===== config.mk =====
export PLATFORM = sky130hd
export DESIGN_NAME = uart_tx_fifo
export DESIGN_NICKNAME = d
export VERILOG_FILES = /design/src/rtl/uart_tx_fifo.sv
export SDC_FILE = /design/constraint.sdc
export NUM_CORES = 1
export LEC_CHECK = 0
export BUFFER_PORTS_ARGS = -buffer_cell sky130_fd_sc_hd__buf_2
export CAP_MARGIN = 20
export CORE_MARGIN = 5
export CORE_UTILIZATION = 60
export CTS_BUF_LIST = sky130_fd_sc_hd__clkbuf_8 sky130_fd_sc_hd__clkbuf_16
export DETAILED_ROUTE_END_ITERATION = 8
export PLACE_DENSITY = 0.78
export SLEW_MARGIN = 20
export SYNTH_ARGS = -nofsm -noshare
export SYNTH_HDL_FRONTEND = slang
export SYNTH_SLANG_ARGS = --single-unit

===== constraint.sdc =====
create_clock -name clk -period 3.8 [get_ports clk]
set_input_delay 0.76 -clock clk [delete_from_list [all_inputs] [get_ports clk]]
set_output_delay 0.76 -clock clk [all_outputs]
set_load 0.02 [all_outputs]

===== src/rtl/uart_tx_fifo.sv =====
// Buffered UART transmitter: valid/ready FIFO feeding a serialiser with runtime-selectable
// divisor, parity and stop bits; frames are emitted back to back while words are queued.
module uart_tx_fifo #(
  parameter int unsigned CLK_HZ     = 200_000_000,
  parameter int unsigned BAUD       = 9600,
  parameter int unsigned DATA_BITS  = 8,
  parameter int unsigned FIFO_DEPTH = 4,
  parameter int unsigned DIV_W      = 16
) (
  input  logic                               clk,
  input  logic                               rst,
  input  logic [DIV_W-1:0]                   cfg_divisor,
  input  logic [1:0]                         cfg_parity,
  input  logic                               cfg_stop2,
  input  logic [DATA_BITS-1:0]               s_data,
  input  logic                               s_valid,
  output logic                               s_ready,
  output logic [$clog2(FIFO_DEPTH+1)-1:0]    fifo_level,
  output logic                               tx_busy,
  output logic                               tx_done,
  output logic                               txd
);

  localparam int unsigned DEF_DIV = CLK_HZ / BAUD;
  localparam int unsigned PtrW    = $clog2(FIFO_DEPTH);
  localparam int unsigned LvlW    = $clog2(FIFO_DEPTH + 1);

  typedef enum logic [2:0] {StIdle, StStart, StData, StParity, StStop} state_e;

  logic [DATA_BITS-1:0] mem_q [FIFO_DEPTH];
  logic [PtrW-1:0]      wr_ptr_q, wr_ptr_d, rd_ptr_q, rd_ptr_d;
  logic [LvlW-1:0]      level_q, level_d;
  state_e               state_q, state_d;
  logic [DIV_W-1:0]     cnt_q, cnt_d, div_q, div_d;
  logic [3:0]           bit_q, bit_d;
  logic [DATA_BITS-1:0] shift_q, shift_d;
  logic                 par_en_q, par_en_d, par_bit_q, par_bit_d, stop2_q, stop2_d;
  logic                 txd_q, txd_d, busy_q, busy_d, done_q, done_d;
  logic                 push, pop, start_frame, fifo_empty;
  logic [DIV_W-1:0]     eff_div;
  logic [DATA_BITS-1:0] head;

  assign s_ready    = (level_q != LvlW'(FIFO_DEPTH));
  assign push       = s_valid && s_ready;
  assign fifo_empty = (level_q == '0);
  assign head       = mem_q[rd_ptr_q];
  assign eff_div    = (cfg_divisor < DIV_W'(2)) ? DIV_W'(DEF_DIV) : cfg_divisor;

  assign fifo_level = level_q;
  assign tx_busy    = busy_q;
  assign tx_done    = done_q;
  assign txd        = txd_q;

  always_comb begin
    state_d     = state_q;
    cnt_d       = cnt_q;
    div_d       = div_q;
    bit_d       = bit_q;
    shift_d     = shift_q;
    par_en_d    = par_en_q;
    par_bit_d   = par_bit_q;
    stop2_d     = stop2_q;
    txd_d       = txd_q;
    start_frame = 1'b0;

    case (state_q)
      StIdle: begin
        txd_d = 1'b1;
        if (!fifo_empty) start_frame = 1'b1;
      end
      StStart: begin
        if (cnt_q == '0) begin
          state_d = StData;
          txd_d   = shift_q[0];
          shift_d = shift_q >> 1;
          bit_d   = '0;
          cnt_d   = div_q - DIV_W'(1);
        end else begin
          cnt_d = cnt_q - DIV_W'(1);
        end
      end
      StData: begin
        if (cnt_q == '0) begin
          cnt_d = div_q - DIV_W'(1);
          if (bit_q == 4'(DATA_BITS - 1)) begin
            if (par_en_q) begin
              state_d = StParity;
              txd_d   = par_bit_q;
            end else begin
              state_d = StStop;
              txd_d   = 1'b1;
              bit_d   = {3'b000, stop2_q};
            end
          end else begin
            bit_d   = bit_q + 4'd1;
            txd_d   = shift_q[0];
            shift_d = shift_q >> 1;
          end
        end else begin
          cnt_d = cnt_q - DIV_W'(1);
        end
      end
      StParity: begin
        if (cnt_q == '0) begin
          state_d = StStop;
          txd_d   = 1'b1;
          bit_d   = {3'b000, stop2_q};
          cnt_d   = div_q - DIV_W'(1);
        end else begin
          cnt_d = cnt_q - DIV_W'(1);
        end
      end
      StStop: begin
        // bit_q counts remaining extra stop bits so 2*D never overflows the counter
        if (cnt_q == '0) begin
          if (bit_q != '0) begin
            bit_d = bit_q - 4'd1;
            cnt_d = div_q - DIV_W'(1);
          end else if (!fifo_empty) begin
            start_frame = 1'b1;
          end else begin
            state_d = StIdle;
            txd_d   = 1'b1;
          end
        end else begin
          cnt_d = cnt_q - DIV_W'(1);
        end
      end
      default: state_d = StIdle;
    endcase

    if (start_frame) begin
      state_d   = StStart;
      txd_d     = 1'b0;
      shift_d   = head;
      div_d     = eff_div;
      cnt_d     = eff_div - DIV_W'(1);
      stop2_d   = cfg_stop2;
      par_en_d  = (cfg_parity == 2'b01) || (cfg_parity == 2'b10);
      par_bit_d = (^head) ^ (cfg_parity == 2'b10);
    end

    pop      = start_frame;
    level_d  = level_q + LvlW'(push) - LvlW'(pop);
    wr_ptr_d = push ? wr_ptr_q + PtrW'(1) : wr_ptr_q;
    rd_ptr_d = pop ? rd_ptr_q + PtrW'(1) : rd_ptr_q;
    busy_d   = (state_d != StIdle);
    done_d   = (state_d == StStop) && (cnt_d == '0) && (bit_d == '0);
  end

  always_ff @(posedge clk) begin
    if (rst) begin
      state_q   <= StIdle;
      cnt_q     <= '0;
      div_q     <= DIV_W'(DEF_DIV);
      bit_q     <= '0;
      shift_q   <= '0;
      par_en_q  <= 1'b0;
      par_bit_q <= 1'b0;
      stop2_q   <= 1'b0;
      txd_q     <= 1'b1;
      busy_q    <= 1'b0;
      done_q    <= 1'b0;
      level_q   <= '0;
      wr_ptr_q  <= '0;
      rd_ptr_q  <= '0;
    end else begin
      state_q   <= state_d;
      cnt_q     <= cnt_d;
      div_q     <= div_d;
      bit_q     <= bit_d;
      shift_q   <= shift_d;
      par_en_q  <= par_en_d;
      par_bit_q <= par_bit_d;
      stop2_q   <= stop2_d;
      txd_q     <= txd_d;
      busy_q    <= busy_d;
      done_q    <= done_d;
      level_q   <= level_d;
      wr_ptr_q  <= wr_ptr_d;
      rd_ptr_q  <= rd_ptr_d;
    end
  end

  always_ff @(posedge clk) begin
    if (!rst && push) mem_q[wr_ptr_q] <= s_data;
  end

endmodule


After elaboration in Yosys (flattened, before gate mapping)
Memory sizes are Yosys's and may differ from the RTL's. A register that Yosys moved wholly into a read port is not among the register bits.
Index checks and enable logic that the tools add are counted.
{"block": "totals", "out_inout_bits": 7, "latch_bits": 0, "inputBits": 30, "ff_bits": 60, "wordCells": 108, "ram_bits": 32, "mem_bits_ro": 0, "n_memories": 1}
{"block": "classes", "mul": 0, "div_mod_pow": 0, "n_mux": 47, "magnitude_cmp": 1, "shift": 0, "addsub": 9, "eq_ne": 16, "reduce_logical": 19, "bitwise_logic": 1}
{"memory": "mem_q", "depth": 4, "width": 8, "read_ports": 1, "rd_ports_with_merged_regs": 1, "wr": 1, "line_no": "30", "text": "logic [DATA_BITS-1:0] mem_q [FIFO_DEPTH];"}
{"op": "16-bit 2-to-1 mux", "count": 5}
{"op": "16-bit by 1-bit subtractor with 16-bit output, second input constant", "count": 3}
{"op": "16-bit logical NOT", "count": 2}
{"op": "8-bit 2-to-1 mux", "count": 4}
{"op": "16-bit one-hot mux with 2 select lines", "count": 1}
{"op": "4-bit 2-to-1 mux", "count": 7}
{"op": "3-bit 2-to-1 mux", "count": 9}
{"op": "3-bit != test, second input constant", "count": 8}
{"op": "16-bit by 2-bit less-than comparator with 1-bit output, second input constant", "count": 1}
{"op": "4-bit one-hot mux with 4 select lines", "count": 1}
{"op": "8-bit one-hot mux with 2 select lines", "count": 1}
{"op": "3-bit one-hot mux with 5 select lines", "count": 1}
{"op": "1-bit 2-to-1 mux", "count": 14}
{"op": "8-bit XOR reduction", "count": 1}
{"op": "7-bit AND reduction", "count": 1}
{"op": "3-bit by 2-bit == test with 1-bit output, second input constant", "count": 2}
{"op": "3-bit == test, second input constant", "count": 2}
{"op": "3-bit logical NOT", "count": 2}
{"op": "3-bit nonzero test", "count": 2}
{"op": "6-bit nonzero test", "count": 1}
{"op": "1-bit one-hot mux with 5 select lines", "count": 1}
{"op": "2-bit by 1-bit adder with 2-bit output, second input constant", "count": 2}
{"op": "4-bit by 1-bit adder with 4-bit output, second input constant", "count": 1}
{"op": "4-bit by 3-bit == test with 1-bit output, second input constant", "count": 1}
{"op": "other kinds (16)", "count": 20}

Longest topological paths before layout
{"block": "depth", "ltp_word": 9, "ltp_mapped": 18, "depth_no_buf": 14}

Worst setup path before layout
OpenSTA, ideal clock, no wires.
{"block": "synth_timing", "path_type": "register to register", "from": "reg bit_q[0]", "to": "reg level_q[2] (netlist: fifo_level[2])", "arrival_time_ps": 3297, "path_stages_with_launch": 19, "period_less_slack_ps": 3425, "t_required_ps": 3672, "path_slack_ps": 375, "setup_ps": 128, "path_buffers": 4, "path_cell_list": "dfxtp_1 > inv_1 > ha_1 > or3b_1 > buf_2 > nor3_1 > a21oi_2 > bufinv_8 > buf_2 > buf_2 > buf_2 > ha_1 > inv_1 > ha_1 > inv_1 > fa_1 > xor2_1 > xnor2_1 > nor2_1"}
{"block": "synth_between", "elab_chain_cells": 5}
{"element": "start, declared", "line_no": "35", "text": "logic [3:0] bit_q, bit_d;"}
{"element": "start signal, assigned", "line_no": "171", "text": "bit_q <= bit_d;"}
{"element": "4-bit nonzero test", "line_no": "116", "text": "if (bit_q != '0) begin"}
{"element": "1-bit 2-to-1 mux", "line_no": "116"}
{"element": "1-bit 2-to-1 mux", "line_no": "115", "text": "if (cnt_q == '0) begin"}
{"element": "1-bit one-hot mux with 2 select lines", "line_no": "66", "text": "case (state_q)"}
{"element": "via pop", "line_no": "39", "text": "logic push, pop, start_frame, fifo_empty;"}
{"element": "3-bit by 1-bit subtractor with 3-bit output", "line_no": "144", "text": "level_d = level_q + LvlW'(push) - LvlW'(pop);"}
{"element": "end signal, assigned", "line_no": "179", "text": "level_q <= level_d;"}
{"element": "end, declared", "line_no": "32", "text": "logic [LvlW-1:0] level_q, level_d;"}
The timed path passes the listed nets, and every way through them passes these cells.
A chain may end at the register's enable or synchronous reset.

Worst setup path after layout
{"block": "layout_timing", "from": "in cfg_divisor[9]", "to": "reg done_q (netlist: tx_done)"}
{"block": "layout_between", "elab_chain_cells": 7}
{"element": "start, declared", "line_no": "12", "text": "input logic [DIV_W-1:0] cfg_divisor,"}
{"element": "16-bit by 2-bit less-than comparator with 1-bit output", "line_no": "47", "text": "assign eff_div = (cfg_divisor < DIV_W'(2)) ? DIV_W'(DEF_DIV) : cfg_divisor;"}
{"element": "16-bit 2-to-1 mux *", "line_no": "47"}
{"element": "16-bit by 1-bit subtractor with 16-bit output *", "line_no": "137", "text": "cnt_d = eff_div - DIV_W'(1);"}
{"element": "16-bit 2-to-1 mux *", "line_no": "132", "text": "if (start_frame) begin"}
{"element": "16-bit logical NOT *", "line_no": "148", "text": "done_d = (state_d == StStop) && (cnt_d == '0) && (bit_d == '0);"}
{"element": "1-bit logical AND * (2 in a row)", "line_no": "148"}
{"element": "end signal, assigned", "line_no": "178", "text": "done_q <= done_d;"}
{"element": "end, declared", "line_no": "38", "text": "logic txd_q, txd_d, busy_q, busy_d, done_q, done_d;"}
Mark *: on every way between the ends. The rest lies on a longest branch, timed or not.

==> run summary <==
final hold violations -> 0
cell taking the most area after synthesis -> dfxtp_1
CTS Hold Bufs -> 0
die area -> 0.0109 mm²
vias in the first global route -> 4,306
WP data required -> 4.08 ns
GRT Overall Usage -> 24.4%
Die W -> 104 µm
first-pass GRT wire length -> 21,700 µm
H-tree levels -> 3
Yosys reg bits -> 94
Antenna Cells -> 0
max-cap viol count -> 0
Die Y -> 104 µm
layout cells sized above 1 -> 15.4%
Max Fclk -> 0.307 GHz
crit path max fanout -> 5
Post-synth EDFFs -> 32
routed vias -> 4,646
# IOs -> 37
clock root cell -> clkbuf_8
critical path arrival -> 3.53 ns
period utilization -> 85.7%
most frequent cells in the layout -> 62 x dfxtp_1, 61 x nor2_1, 55 x nand2_1, 36 x buf_2, 34 x a21oi_1
DR WL/cell -> 18.5 µm
setup_tns -> 0 ns
HP Class -> flip-flop to flip-flop
Critical Path End Type -> flip-flop
Seq pwr share -> 37.0%
largest net degree at the start of global routing -> 60
Residual DRC -> 0
cell area after synthesis -> 0.00535 mm²
net total in the final layout -> 654
Vias/cell -> 6.42
post-synthesis cell count -> 580
leakage -> 2.06 nW
Setup Crit Path Kind -> input pin to flip-flop
Worst-Margin Slew -> 0.881 ns
Detail Route Antenna Nets -> 0
final wirelength -> 13,400 µm
Syn. warnings -> 0
post-CTS sizing -> 0
Port Buffer Count -> 36
Met3 Wirelength -> 1060 µm
Rows -> 34
R2R Path End -> fifo_level[2]
CORE AREA -> 0.00872 mm²
Psw -> 0.00190 W
met2 wire length -> 6200 µm
Synth area leaders -> dfxtp_1 23%, edfxtp_1 18%, nor2_1 4.3%
Sw Ratio -> 44.3%
CTS tree -> built
RSZ-0062 raised after global routing -> false
Max clock buf depth -> 2
initial core utilization -> 61.3%
clk slew on worst S/H paths -> 0.10 ns
CTS Buf Count -> 9
Layout area overhead -> 8.57%
FF-to-FF setup slack -> 0.54 ns
post-layout min period -> 3.26 ns
initial antenna violation count -> 0
post-synth top area share -> 23.2%
syn nets -> 623
Synth cell types -> 74
Final setup viols -> 0
path depth of the worst reg2reg path -> 14
gpl congestion -> 0.882
IR drop worst, VDD -> 0.482 mV
top layer in use -> met4
Fin Clk Skew -> 0.0133 ns
Overflow after GRT -> 0
CTS Sinks -> 94
Slew HR -> 41.1%
combinational fraction of design power -> 47.5%
reg2reg start -> bit_q[0]
post-synthesis sequential area ratio -> 41.2%
DR pass1 iterations -> 5
fin. max-slew vios -> 0
Most used DFF post-synth -> dfxtp_1
Setup WS pre-CTS -> 0.234 ns
DPL Wire Length -> 9900 µm
CP startpoint -> cfg_divisor[9]
worst setup path endpoint -> tx_done
P_int -> 0.00239 W
startpoint types -> input pin
PnR worst setup slack -> 0.544 ns
Clk network pwr share -> 15.5%
syn avg cell area -> 9.22 µm²
post-CTS setup buffers -> 0
Post-Route M1 WL -> 5910 µm
most common cell after layout, fill and taps aside -> dfxtp_1
Worst-Skew Late Latency -> 0.37 ns
FFs w/ async S/R, synth -> 0%
status -> finished, final reports clean
Pwr Density -> 740 mW/mm²
Iteration-0 DRC Markers -> 368
[cell usage after synthesis, types with 8 or more instances]
master / n
a21oi_1: 34
clkbuf_1: 13
o21ai_0: 26
nor2_1: 61
mux4_2: 8
nor4_1: 10
nand3b_1: 9
nand4_1: 10
dfxtp_1: 62
xnor2_1: 22
edfxtp_1: 32
a22oi_1: 9
ha_1: 12
xor2_1: 15
nand2_1: 55
a211oi_1: 12
nor3_1: 24
nand3_1: 11
inv_1: 16
[through the flow]
step	hold WS [ns]	power [W]	instance area [µm²]	util [%]	std cells
2_1_floorplan	0.432	0.00308	5350	-	580
3_3_place_gp	0.445	0.00354	5610	64.4	708
3_5_place_dp	0.452	0.00360	5610	64.4	708
4_1_cts	0.466	0.00427	5800	66.6	724
5_1_grt	0.494	0.00459	5800	66.6	724
6_report	0.464	0.00429	5800	66.6	724
[how the worst min path moves through the flow]
stage          slack [ns]          to  startpoint  depth (start not counted)
2_1_floorplan        0.43   par_bit_q   par_bit_q                          2
3_3_place_gp         0.44   par_bit_q   par_bit_q                          2
3_5_place_dp         0.45  shift_q[4]  shift_q[4]                          2
4_1_cts              0.47  shift_q[4]  shift_q[4]                          2
5_1_grt              0.49   par_bit_q   par_bit_q                          2
6_report             0.46  shift_q[4]  shift_q[4]                          2
[cell families (layout without fill, tap and decap cells)]
group | count (synthesis) | after routing | share of synthesized area [%]
AO/OA/AOI/OAI | 133 | 133 | 16.1
adder cells (fa/ha/maj) | 13 | 13 | 3.18
AND/OR/NAND/NOR | 245 | 245 | 25.1
buffers and inverters | 46 | 82 | 4.19
flip-flops | 94 | 94 | 41.2
XOR/XNOR | 37 | 37 | 6.06
multiplexers | 12 | 12 | 4.14
[layout make-up]
cell class,count,area (µm²)
Timing Repair Buffer,49,278
Tap cell,108,135
Sequential cell,94,2200
Fill cell,700,2920
Clock inverter,7,67.6
Clock buffer,9,124
Inverter,17,77.6
Multi-Input combinational cell,440,2920
[sequential cells by signal (all words and copies together) (netlist names), named ones only]
signal / flops
wr_ptr_q: 2
tx_busy: 1
state_q: 3
bit_q: 4
stop2_q: 1
txd: 1
fifo_level: 3
shift_q: 8
cnt_q: 16
par_en_q: 1
rd_ptr_q: 2
tx_done: 1
mem_q: 32
par_bit_q: 1
div_q: 16
[worst max-delay path: stages]
cell and delay, ns:
buf_2 0.13, nor4_1 0.37, and2_1 0.29, nor3b_4 0.23
nor2_1 0.09, ha_1 0.28, nand3_1 0.18, xor2_1 0.15
nand2_1 0.09, and2b_1 0.19, o221ai_1 0.10, or3b_1 0.40
nor4_2 0.27
[layer usage]
layer,vias to the layer above,global-route usage [%]
li1,2207,-
met1,2219,34.3
met2,198,37.8
met3,22,5.77
met4,0,6.57
met5,-,0
[power groups by stage]
| stage | logic, W | clock network [W] | registers (W) |
|---|---|---|---|
| 3_5_place_dp | 0.00200 | 0 | 0.00161 |
| 6_report | 0.00204 | 0.000665 | 0.00159 |
| 3_3_place_gp | 0.00195 | 0 | 0.00159 |
| 4_1_cts | 0.00201 | 0.000672 | 0.00158 |
| 2_1_floorplan | 0.00157 | 0 | 0.00151 |
| 5_1_grt | 0.00224 | 0.000719 | 0.00163 |
Power figures use the tool's default switching activity.
